<file path="src/rtl/small_svf_mc.sv">
// small_svf_mc: multi-channel, time-multiplexed 2-pole shift-and-add state-variable filter.
// One shared datapath serves CHANNELS streams; per-channel integrator state is kept in
// register arrays. Each accepted sample takes two clocks (IDLE -> CALC -> IDLE).
// Optional feature: define SMALL_SVF_SAT_FLAGS_EN for sticky per-channel saturation flags.
// Without it, sat_flags is tied to 0 and sat_clr is ignored.
module small_svf_mc #(
  parameter int unsigned WIDTH    = 16,
  parameter int unsigned CHANNELS = 4,
  parameter int unsigned K_MAX    = 12,
  parameter int unsigned CW       = 2
) (
  input  logic                clk,
  input  logic                rst,
  input  logic                in_valid,
  output logic                in_ready,
  input  logic [CW-1:0]       in_chan,
  input  logic [WIDTH-1:0]    in_data,
  input  logic [1:0]          in_mode,
  input  logic [3:0]          k0_shift,
  input  logic [3:0]          k1_shift,
  output logic                out_valid,
  output logic [CW-1:0]       out_chan,
  output logic [WIDTH-1:0]    out_data,
  input  logic                sat_clr,
  output logic [CHANNELS-1:0] sat_flags
);

  localparam int unsigned AW = WIDTH + K_MAX;

  localparam logic [0:0] StIdle = 1'b0;
  localparam logic [0:0] StCalc = 1'b1;

  localparam logic [1:0] ModeBp = 2'b01;
  localparam logic [1:0] ModeHp = 2'b10;

  logic [0:0]              state_q;
  logic [CW-1:0]           chan_q;
  logic signed [WIDTH-1:0] x_q;
  logic [1:0]              mode_q;
  logic [3:0]              k0_q, k1_q;
  logic signed [AW-1:0]    acc0_q [CHANNELS];
  logic signed [AW-1:0]    acc1_q [CHANNELS];

  logic                    out_valid_q;
  logic [CW-1:0]           out_chan_q;
  logic [WIDTH-1:0]        out_data_q;

  logic                    accept;
  logic [3:0]              k0_eff, k1_eff;
  logic                    chan_ok;
  logic signed [AW-1:0]    acc0_cur, acc1_cur;
  logic signed [WIDTH-1:0] bp, lp;
  logic signed [AW+1:0]    acc0_sum, acc1_sum;
  logic signed [WIDTH+1:0] hp_sum;
  logic                    acc0_ovf, acc1_ovf, hp_ovf;
  logic signed [AW-1:0]    acc0_n, acc1_n;
  logic signed [WIDTH-1:0] hp;
  logic [WIDTH-1:0]        y;
  logic                    sat_evt;
  logic                    write_back;

  assign in_ready   = (state_q == StIdle);
  assign accept     = in_valid & in_ready;
  assign out_valid  = out_valid_q;
  assign out_chan   = out_chan_q;
  assign out_data   = out_data_q;

  // Clamp requested shifts to the range the accumulator width supports.
  always_comb begin
    k0_eff = (32'(k0_shift) > K_MAX) ? 4'(K_MAX) : k0_shift;
    k1_eff = (32'(k1_shift) > K_MAX) ? 4'(K_MAX) : k1_shift;
  end

  // Select the pre-update state of the captured channel; out-of-range channels read zero.
  always_comb begin
    acc0_cur = '0;
    acc1_cur = '0;
    chan_ok  = 1'b0;
    for (int c = 0; c < int'(CHANNELS); c++) begin
      if (chan_q == CW'(c)) begin
        acc0_cur = acc0_q[c];
        acc1_cur = acc1_q[c];
        chan_ok  = 1'b1;
      end
    end
  end

  // Shift-and-add datapath with saturation of accumulators and the HP output.
  always_comb begin
    bp       = WIDTH'(acc0_cur >>> k0_q);
    lp       = WIDTH'(acc1_cur >>> k1_q);
    acc0_sum = (AW+2)'(acc0_cur) + (AW+2)'(x_q) - (AW+2)'(bp) - (AW+2)'(lp);
    acc1_sum = (AW+2)'(acc1_cur) + (AW+2)'(bp);
    hp_sum   = (WIDTH+2)'(x_q) - (WIDTH+2)'(bp) - (WIDTH+2)'(lp);

    // Result fits only if the top three bits all agree.
    acc0_ovf = (acc0_sum[AW+1:AW-1] != {3{acc0_sum[AW+1]}});
    acc1_ovf = (acc1_sum[AW+1:AW-1] != {3{acc1_sum[AW+1]}});
    hp_ovf   = (hp_sum[WIDTH+1:WIDTH-1] != {3{hp_sum[WIDTH+1]}});

    if (acc0_ovf) begin
      acc0_n = acc0_sum[AW+1] ? {1'b1, {(AW-1){1'b0}}} : {1'b0, {(AW-1){1'b1}}};
    end else begin
      acc0_n = acc0_sum[AW-1:0];
    end
    if (acc1_ovf) begin
      acc1_n = acc1_sum[AW+1] ? {1'b1, {(AW-1){1'b0}}} : {1'b0, {(AW-1){1'b1}}};
    end else begin
      acc1_n = acc1_sum[AW-1:0];
    end
    if (hp_ovf) begin
      hp = hp_sum[WIDTH+1] ? {1'b1, {(WIDTH-1){1'b0}}} : {1'b0, {(WIDTH-1){1'b1}}};
    end else begin
      hp = hp_sum[WIDTH-1:0];
    end

    case (mode_q)
      ModeBp:  y = bp;
      ModeHp:  y = hp;
      default: y = lp;
    endcase

    // HP saturation only counts when it actually reaches the output.
    sat_evt    = acc0_ovf | acc1_ovf | (hp_ovf && (mode_q == ModeHp));
    write_back = (state_q == StCalc) && chan_ok;
  end

  // FSM, sample capture, per-channel state write-back and output registers.
  always_ff @(posedge clk) begin
    if (rst) begin
      state_q     <= StIdle;
      chan_q      <= '0;
      x_q         <= '0;
      mode_q      <= '0;
      k0_q        <= '0;
      k1_q        <= '0;
      out_valid_q <= 1'b0;
      out_chan_q  <= '0;
      out_data_q  <= '0;
      for (int c = 0; c < int'(CHANNELS); c++) begin
        acc0_q[c] <= '0;
        acc1_q[c] <= '0;
      end
    end else begin
      out_valid_q <= 1'b0;
      case (state_q)
        StIdle: begin
          if (accept) begin
            state_q <= StCalc;
            chan_q  <= in_chan;
            x_q     <= in_data;
            mode_q  <= in_mode;
            k0_q    <= k0_eff;
            k1_q    <= k1_eff;
          end
        end
        default: begin
          state_q <= StIdle;
          if (write_back) begin
            out_valid_q <= 1'b1;
            out_chan_q  <= chan_q;
            out_data_q  <= y;
          end
          for (int c = 0; c < int'(CHANNELS); c++) begin
            if (write_back && (chan_q == CW'(c))) begin
              acc0_q[c] <= acc0_n;
              acc1_q[c] <= acc1_n;
            end
          end
        end
      endcase
    end
  end

`ifdef SMALL_SVF_SAT_FLAGS_EN
  logic [CHANNELS-1:0] sat_q;

  // Sticky flags: a set event in the same cycle as sat_clr keeps the flag high.
  always_ff @(posedge clk) begin
    if (rst) begin
      sat_q <= '0;
    end else begin
      for (int c = 0; c < int'(CHANNELS); c++) begin
        if (write_back && sat_evt && (chan_q == CW'(c))) begin
          sat_q[c] <= 1'b1;
        end else if (sat_clr) begin
          sat_q[c] <= 1'b0;
        end
      end
    end
  end

  assign sat_flags = sat_q;
`else
  logic sat_unused;

  assign sat_unused = sat_clr ^ sat_evt;
  assign sat_flags  = '0;
`endif

endmodule

</file>
<file path="config.mk">
export PLATFORM = sky130hd
export DESIGN_NAME = small_svf_mc
export DESIGN_NICKNAME = d
export VERILOG_FILES = /design/src/rtl/small_svf_mc.sv
export SDC_FILE = /design/constraint.sdc
export NUM_CORES = 1
export LEC_CHECK = 0
export CAP_MARGIN = 20
export CORE_ASPECT_RATIO = 0.5
export CORE_MARGIN = 10
export CORE_UTILIZATION = 30
export DETAILED_ROUTE_END_ITERATION = 10
export GPL_TIMING_DRIVEN = 0
export SYNTH_ARGS = -nofsm -noshare
export SYNTH_HDL_FRONTEND = slang
export SYNTH_SLANG_ARGS = --single-unit
</file>
<file path="constraint.sdc">
create_clock -name clk -period 10.2 [get_ports clk]
set_clock_uncertainty 0.05 [all_clocks]
set_input_delay 1.53 -clock clk [delete_from_list [all_inputs] [get_ports clk]]
set_output_delay 1.53 -clock clk [all_outputs]
set_load 0.05 [all_outputs]
</file>
; Word level (Yosys, flattened, before mapping)
; Memories as Yosys holds them, arrays and structs flattened.
; Index checks and enable logic that the tools add are counted.
[classes]
addsub = 6
n_lt_le_gt_ge = 2
n_eq_ne = 8
shifts = 2
mux = 49
n_bitwise = 10
reduce_logical = 10
[op_table]
columns = op, n
row1 = $mux W28, 20
row2 = $add A28 B16 Y29, 2
row3 = $sshr A28 B4 Y16, 2
row4 = $mux W16, 2
row5 = $pmux W16 S2, 1
row6 = $sub A29 B16 Y30, 1
row7 = $sub A30 B16 Y30, 1
row8 = $mux W1, 24
row9 = $sub A17 B16 Y18, 1
row10 = $sub A16 B16 Y17, 1
row11 = $gt A4 B4 Y1 const B, 2
row12 = $mux W4, 2
row13 = $or A1 B1 Y1, 8
row14 = $eq A2 B2 Y1 const B, 3
row15 = $ne A2 B2 Y1, 3
row16 = $logic_and A1 B1 Y1, 5
row17 = $eq A2 B1 Y1 const B, 2
row18 = $reduce_and A2 Y1, 2
row19 = $reduce_or A2 Y1, 2
row20 = $logic_not A2 Y1, 1
row21 = $and A1 B1 Y1, 1
row22 = $not A1 Y1, 1
[word_totals]
regBits = 48
mem_bits_rw = 224
out_inout_bits = 24
elab_cells = 98
mem_count = 2
[mem_list]
columns = memory, depth, width, rd, rd_ports_with_merged_regs, write_ports, line
row1 = acc0_q, 4, 28, 4, 0, 4, 41  ; logic signed [AW-1:0] acc0_q [CHANNELS];
row2 = acc1_q, 4, 28, 4, 0, 4, 42  ; logic signed [AW-1:0] acc1_q [CHANNELS];

; Depth between registers and ports, before layout
; Gate-level depths: netlist of run 1.
[depth]
word_depth = 12
ltp_mapped = 29

; Least setup slack after synthesis of run 1
; No wires, ideal clock.
[synth_timing]
path_kind = reg2reg
start = register chan_q[0]
end = memory acc0_q[2][11] (netlist name), data pin
arrival_ns = 7.317
required_ns = 9.879
path_slack_ns = 2.561
stages_incl_launch_ff = 28
n_path_buf = 7
synth_period_minus_slack_ns = 7.639
cell_sequence = dfxtp_1 > buf_2 > buf_6 > buf_4 > buf_4 > buf_4 > buf_2 > mux4_2 > nand2_1 > nand2_1 > o21ai_0 > mux2i_1 > nor2_1 > a21oi_1 > fa_1 > fa_1 > inv_1 > ha_1 > a21o_1 > a2111oi_0 > nand2_1 > and3_1 > a2111oi_1 > nor3b_1 > o31ai_2 > buf_2 > o32ai_1 > nor2_1
[synth_lines]
columns = element, line
row1 = "start, declared", 37  ; logic [CW-1:0] chan_q;
row2 = "start signal, assigned", 150  ; chan_q <= in_chan;
row3 = "end, declared", 41

==> results of run 1 <==
flip-flops by register name (all words and copies together), names as in the netlist, 2 cells and up:
name and cells:
mode_q 2, k1_q 4, x_q 16, k0_q 4, out_chan 2, acc0_q 112, chan_q 2, out_data 16
acc1_q 112
stage by stage:
stage | worst slack [ns] | util | area, µm² | setup TNS (ns) | cells
after floorplan | 2.56 | - | 19300 | 0 | 1940
after global placement | -1.34 | 0.329 | 20800 | -149.77 | 2826
after detailed placement | -0.123 | 0.333 | 21100 | -0.333 | 2837
after CTS | 0.217 | 0.348 | 22100 | 0 | 2889
after global routing | 0.111 | 0.349 | 22100 | 0 | 2890
final | 0.502 | 0.349 | 22100 | 0 | 2890
layer usage:
metal,GRT usage,vias up
met1,0.226,7967
met2,0.270,627
met3,0.0214,99
met4,0.0512,0
met5,0,-
li1,-,7384
synthesized netlist by cell type (9+ instances only):
cell type,n,area share
or3_1,9,0.0029
or2_2,10,0.0032
o21a_1,26,0.010
nand2b_1,13,0.0042
edfxtp_1,224,0.35
nand3_1,48,0.012
a211oi_1,27,0.011
nand2_1,205,0.040
ha_1,76,0.049
a311o_1,12,0.0062
nor3_1,63,0.016
fa_1,46,0.048
nor2_1,123,0.024
clkbuf_1,81,0.016
mux4_2,61,0.071
and3_1,13,0.0042
buf_1,12,0.0023
a21o_1,24,0.0093
buf_2,18,0.0047
xor2_1,15,0.0068
mux2i_1,59,0.031
a22o_1,12,0.0055
mux2_2,39,0.023
a21oi_1,145,0.038
inv_1,120,0.023
o21ai_1,12,0.0031
and2_1,14,0.0045
dfxtp_1,48,0.050
xnor2_1,39,0.018
a31oi_1,10,0.0032
o21ai_0,176,0.046
o211ai_1,30,0.012
worst min-delay path, cell delays in order, from the launching register on:
cell and delay, ns:
dfxtp_1 0.31, nand2_1 0.05, a21oi_1 0.05
how the worst max path moves through the flow:
stage               cells after the start       endpoint      start  slack, ns
floorplan                              27  acc0_q[2][11]  chan_q[0]       2.56
global placement                        7  acc0_q[2][23]  chan_q[1]      -1.34
detailed placement                     25  acc0_q[2][11]  chan_q[1]      -0.12
CTS                                    25  acc0_q[2][11]  chan_q[1]       0.22
global route                           24   acc0_q[2][7]  chan_q[1]       0.11
finish                                 24   acc0_q[2][7]  chan_q[1]       0.50
cell type report:
cell class | count | area share
inverters | 123 | 0.0209
plain buffers | 120 | 0.0232
clock buffers | 46 | 0.0409
multi-input cells | 1425 | 0.484
repair buffers | 61 | 0.0336
clock inverters | 6 | 0.00164
well taps | 837 | 0.0474
flip-flops and latches | 272 | 0.348
cell families after synthesis:
logic type | count (synthesis) | synth area share
buf+inv | 243 | 0.0504
flops | 272 | 0.399
fa+ha+maj | 122 | 0.0971
other cells | 1 | 0.000195
compound gates | 560 | 0.182
simple gates | 525 | 0.121
xor+xnor | 54 | 0.0245
mux | 160 | 0.126
==> reports/summary.txt, run 1 <==
WORST HOLD PATH
-------------------------------------------------------------------------------------
Cells on Worst Hold Path ...............................................            2
Worst min-delay path endpoint ..........................................      x_q[10]
Launch instance of the worst min-delay path ............................      x_q[10]
Hold Crit Class ........................................................ register to register

FINISH
-------------------------------------------------------------------------------------
Syn-to-layout area delta ...............................................        14.6%
Most frequent standard cell in the layout excluding fill and tap cells .     edfxtp_1
Net total in the final layout ..........................................        2,185
Number of fill cells ...................................................        6,358
Reg area ...............................................................     7690 µm²
Multi-input combinational cell area ....................................   10,700 µm²
Leading cell types in the layout, fill and taps excluded ............... edfxtp_1 (224), nand2_1 (204), o21ai_0 (174)
Layout cell share with drive strength beyond 1 .........................        0.110
Ant diodes .............................................................            0

DIE
-------------------------------------------------------------------------------------
Height of the die ......................................................       199 µm
Area of the core region ................................................   63,400 µm²
Io pins ................................................................           56
DIE WIDTH ..............................................................       378 µm
Row count ..............................................................           65
Effective utilization at floorplan .....................................        0.304
Die footprint ..........................................................   75,400 µm²

WORST SETUP PATH
-------------------------------------------------------------------------------------
Reg2Reg Capture Point .................................................. acc0_q[2][7]
Worst flop-to-flop path startpoint .....................................    chan_q[1]
Cells along the critical path .......................................... buf_2 > buf_2 > clkbuf_2 > clkbuf_1 > mux4_2 > nand2_1 > nand2_1 > o21ai_0 > mux2i_1 > nor2_1 > a21oi_1 > fa_2 > fa_1 > inv_1 > ha_1 > a21o_1 > a2111oi_0 > nand2_1 > and3_1 > a2111oi_1 > nor3b_1 > o31ai_2 > o32ai_1 > nor2_1
Data required time at the worst endpoint ...............................     10.45 ns
Critical path's most frequent cell .....................................      nand2_1
Register-to-Register Path Depth ........................................           24
Standard cell with the maximum stage delay on the critical path ........      o32ai_1
Maximum fanout count along the critical path ...........................           14
Crit-path max cell delay ...............................................      0.94 ns
Crit path max-delay family ............................................. compound AO/OA/AOI/OAI gates
Startpoint Class .......................................................     register
Bufs and invs on worst path ............................................            5
Slack of the worst reg-to-reg path .....................................      0.50 ns
Endpoint class of the critical path ....................................     register
Classification of the worst setup path ................................. register to register
Worst endpoint data arrival time .......................................      9.94 ns

GLOBAL ROUTE
-------------------------------------------------------------------------------------
Global routing usage summed across all routing layers ..................        0.165
Via count of the first global-routing pass .............................       15,400
First-pass GRT wire length .............................................      95.7 mm
Largest net degree at the start of global routing ......................           36
Number of antenna violations at the first check in global routing ......            0
Total congestion overflow after global routing .........................            0

ROUTE
-------------------------------------------------------------------------------------
Number of DRC markers in iteration 0 ...................................        1,694
Detailed Route WL ......................................................      64.6 mm
Via count ..............................................................       16,100
Routed length per placed instance ......................................      22.3 µm
Avg Vias per Cell ......................................................         5.56
Highest signal layer in the routed design ..............................         met4
Residual DRC count .....................................................            0
Iteration count of the initial detailed-routing pass ...................            5
Count of nets left with antenna violations after detail routing ........            0
Metal3 WL ..............................................................      4.29 mm
Wire length on met1 ....................................................      28.7 mm
Met2 routed wirelength .................................................      29.6 mm

SYNTH
-------------------------------------------------------------------------------------
Mean instance size in the synthesized netlist ..........................     9.95 µm²
Post-Syn Instances .....................................................        1,937
Most used flip-flop cell after synthesis ...............................     edfxtp_1
Number of enable flip-flop cells after synthesis .......................          224
Share of async-settable or async-resettable flops after synthesis ......            0
Part of the Yosys area used for sequential elements ....................        0.399
Distinct cell type count of the synthesized netlist ....................           78
Cell area after technology mapping .....................................   19,300 µm²
Register bit total from synthesis ......................................          272
Synthesis Warnings .....................................................            0

PLACE
-------------------------------------------------------------------------------------
Placer Congestion ......................................................        0.929
Count of buffers from port buffering ...................................           49
Final HPWL DP ..........................................................      49.5 mm

CTS
-------------------------------------------------------------------------------------
Root buffer cell .......................................................    clkbuf_16
Sink Count .............................................................          272
Number of buffers on the longest clock path ............................            3
Post-cts hold buffer count .............................................            0
Setup fix buffers added after clock tree synthesis .....................            0
Clk_lat worst skew .....................................................      0.59 ns
Number of buffers inserted during clock tree synthesis .................           28
Clock transition at path regs ..........................................      0.06 ns
Total number of H-tree levels ..........................................            1
Count of cells resized by post-cts repair ..............................            1
TritonCTS clock tree ...................................................          yes

TIMING
-------------------------------------------------------------------------------------
Peak clock frequency supported by timing ...............................      103 MHz
Number of setup violations in the final report .........................            0
Total count of hold-check failures in the final report .................            0
Worst Tran Pin Value ...................................................      1.18 ns
Final critical-path share of the clock period ..........................        0.951
Worst slew margin relative to its limit ................................        0.204
Count of pins over their slew limit ....................................            0
RSZ-0062 raised after global routing ...................................        false
Post-layout min period .................................................      9.70 ns
Hold_ws ................................................................     0.409 ns

JOB
-------------------------------------------------------------------------------------
Max cap viols ..........................................................            0

OUTCOME
-------------------------------------------------------------------------------------
Result of the run ...................................................... finished, final reports clean

Power of run 1 is left out: the tool's default activity adds up to more than one toggle a clock period on the data nets, which glitch-free logic cannot reach.
==> run 2: changes to the inputs <==
- ABC_CLOCK_PERIOD_IN_PS: unset -> 10200
- GPL_TIMING_DRIVEN: 0 -> unset
==> run 2 against run 1 <==
Sequential cell count stayed put. Wire length is 13% lower. Via count is 6.0% lower. Final area is 2.7% lower. Clock-buffer cell count is 13 lower. First-iteration DRC count is 7.9% lower. Final cell count is 3.5% lower. Die area stayed put. Register-to-register slack better by 1.0 ns. Non-clock buffer count is 98 lower. Fmax is 12% higher. Critical path type unchanged. Largest cell class unchanged.
==> reports/summary.txt, run 2 (synthesis results as in run 1) <==
TIMING
-------------------------------------------------------------------------------------
Peak clock frequency supported by timing ...............................      115 MHz   was 103 MHz
Count of pins over their slew limit ....................................            0   unchanged
Setup Total Neg Slack ..................................................         0 ns   unchanged
Final critical-path share of the clock period ..........................        0.850   was 0.951
RSZ-0062 raised after global routing ...................................        false   unchanged
Worst slew margin relative to its limit ................................        0.234   was 0.204
Hold_ws ................................................................     0.406 ns   was 0.409 ns
Post-layout min period .................................................      8.67 ns   was 9.70 ns
Total count of hold-check failures in the final report .................            0   unchanged
Number of setup violations in the final report .........................            0   unchanged
Least setup slack across all paths after layout ........................      1.53 ns   was 0.502 ns
Worst Tran Pin Value ...................................................      1.12 ns   was 1.18 ns

CTS
-------------------------------------------------------------------------------------
Clk_lat worst skew .....................................................      0.59 ns   about the same
Clock transition at path regs ..........................................      0.06 ns   about the same
Number of buffers on the longest clock path ............................            3   unchanged
TritonCTS clock tree ...................................................          yes   unchanged
Count of cells resized by post-cts repair ..............................            0   was 1
Sink Count .............................................................          272   unchanged
Post-cts hold buffer count .............................................            0   unchanged
Number of buffers inserted during clock tree synthesis .................           28   unchanged
Root buffer cell .......................................................    clkbuf_16   unchanged
Total number of H-tree levels ..........................................            1   unchanged
Setup fix buffers added after clock tree synthesis .....................            0   unchanged

PLACE
-------------------------------------------------------------------------------------
Placer Congestion ......................................................        0.917   was 0.929
Count of buffers from port buffering ...................................           50   was 49
Post-Place Worst Slack .................................................      1.43 ns   was -0.123 ns
Final HPWL DP ..........................................................      40.5 mm   was 49.5 mm

GLOBAL ROUTE
-------------------------------------------------------------------------------------
Via count of the first global-routing pass .............................       14,900   was 15,400
Number of antenna violations at the first check in global routing ......            1   was 0
First-pass GRT wire length .............................................      87.4 mm   was 95.7 mm
Total congestion overflow after global routing .........................            0   unchanged
Largest net degree at the start of global routing ......................           57   was 36
Global routing usage summed across all routing layers ..................        0.147   was 0.165

FINISH
-------------------------------------------------------------------------------------
Syn-to-layout area delta ...............................................        11.5%   was 14.6%
Net total in the final layout ..........................................        2,087   was 2,185
Top flop regs .......................................................... acc0_q: 112 flops, acc1_q: 112 flops   unchanged
Most frequent standard cell in the layout excluding fill and tap cells .     edfxtp_1   unchanged
Leading cell types in the layout, fill and taps excluded ............... edfxtp_1 (224), nand2_1 (204), o21ai_0 (174)   unchanged
Layout cell share with drive strength beyond 1 .........................        0.105   was 0.110

OUTCOME
-------------------------------------------------------------------------------------
Result of the run ...................................................... finished, final reports clean   unchanged

WORST HOLD PATH
-------------------------------------------------------------------------------------
Cells on Worst Hold Path ...............................................            2   unchanged
Worst min-delay path endpoint ..........................................      x_q[10]   unchanged
Hold Crit Class ........................................................ register to register   unchanged
Launch instance of the worst min-delay path ............................      x_q[10]   unchanged

WORST SETUP PATH
-------------------------------------------------------------------------------------
Worst flop-to-flop path startpoint .....................................    chan_q[1]   unchanged
Reg2Reg Capture Point .................................................. acc0_q[2][2]   was acc0_q[2][7]
Worst endpoint data arrival time .......................................      9.03 ns   was 9.94 ns
Classification of the worst setup path ................................. register to register   unchanged
Maximum fanout count along the critical path ...........................           56   was 14
Register-to-Register Path Depth ........................................           18   was 24
Startpoint Class .......................................................     register   unchanged
Endpoint class of the critical path ....................................     register   unchanged
Data required time at the worst endpoint ...............................     10.56 ns   was 10.45 ns
Slack of the worst reg-to-reg path .....................................      1.53 ns   was 0.50 ns

ROUTE
-------------------------------------------------------------------------------------
Avg Vias per Cell ......................................................         5.42   was 5.56
Count of nets left with antenna violations after detail routing ........            0   unchanged
Residual DRC count .....................................................            0   unchanged
Iteration count of the initial detailed-routing pass ...................            6   was 5
Routed length per placed instance ......................................      20.1 µm   was 22.3 µm
Number of DRC markers in iteration 0 ...................................        1,560   was 1,694
Detailed Route WL ......................................................      56.1 mm   was 64.6 mm
Via count ..............................................................       15,100   was 16,100

DIE
-------------------------------------------------------------------------------------
DIE WIDTH ..............................................................       378 µm   unchanged
Io pins ................................................................           56   unchanged
Die footprint ..........................................................   75,400 µm²   unchanged
Height of the die ......................................................       199 µm   unchanged
Row count ..............................................................           65   unchanged
Area of the core region ................................................   63,400 µm²   unchanged
Effective utilization at floorplan .....................................        0.304   unchanged

JOB
-------------------------------------------------------------------------------------
Max cap viols ..........................................................            0   unchanged

[run 2: cell types whose count changed in the layout (fill, tap and decap cells not counted), sizes merged]
cell and delta:
clkinv +10, clkdlybuf4s50 +1, buf -15, clkbuf -97, diode +1, bufinv +1
clkinvlp +1, inv -3
[run 2: per-stage QoR]
stage	instance area [µm²]	utilization	instances
global route	21500	0.339	2788
floorplan	19300	-	1940
detailed placement	20600	0.326	2737
global placement	20600	0.326	2737
finish	21500	0.339	2789
CTS	21500	0.339	2785
[run 2: how the worst max path moves through the flow]
stage | end | start | depth (start not counted) | slack, ns
after global placement | acc0_q[0][2] | chan_q[0] | 20 | 1.54
final | acc0_q[2][2] | chan_q[1] | 18 | 1.53
after CTS | acc0_q[2][2] | chan_q[0] | 20 | 1.40
after floorplan | acc0_q[2][11] | chan_q[0] | 27 | 2.56
after global routing | acc0_q[3][2] | chan_q[0] | 21 | 0.84
after detailed placement | acc0_q[2][2] | chan_q[0] | 21 | 1.43
[run 2: layout make-up]
class,count,area (µm²)
Sequential cell,272,7700
Fill cell,6376,41900
Timing Repair Buffer,83,759
Inverter,123,462
Multi-Input combinational cell,1425,10700
Antenna cell,1,2.50
Clock buffer,33,719
Clock inverter,15,104
Tap cell,837,1050
[run 2: critical path, stage by stage, from the launching register on]
cell and delay [ns]:
dfxtp_4 0.97, mux4_2 0.51, mux4_2 0.52, mux2_2 0.32, mux2i_4 0.25, inv_2 0.29
fa_1 0.85, fa_1 0.66, inv_1 0.05, ha_1 0.37, and3_1 0.27, a221oi_1 0.31
o31ai_1 0.14, or3_1 0.39, nor3_1 0.60, nor3b_1 0.21, o31ai_4 0.90, nand2_1 0.48
a211oi_1 0.31
[run 2: per-layer routing]
layer / global-route usage / vias up / share of wire
met1: 0.192 / 7398 / 0.44
met3: 0.0196 / 87 / 0.056
li1: - / 7171 / -
met4: 0.0418 / 0 / 0.032
met2: 0.253 / 456 / 0.48
met5: 0 / - / 0
Power of run 2 is left out for the same reason.
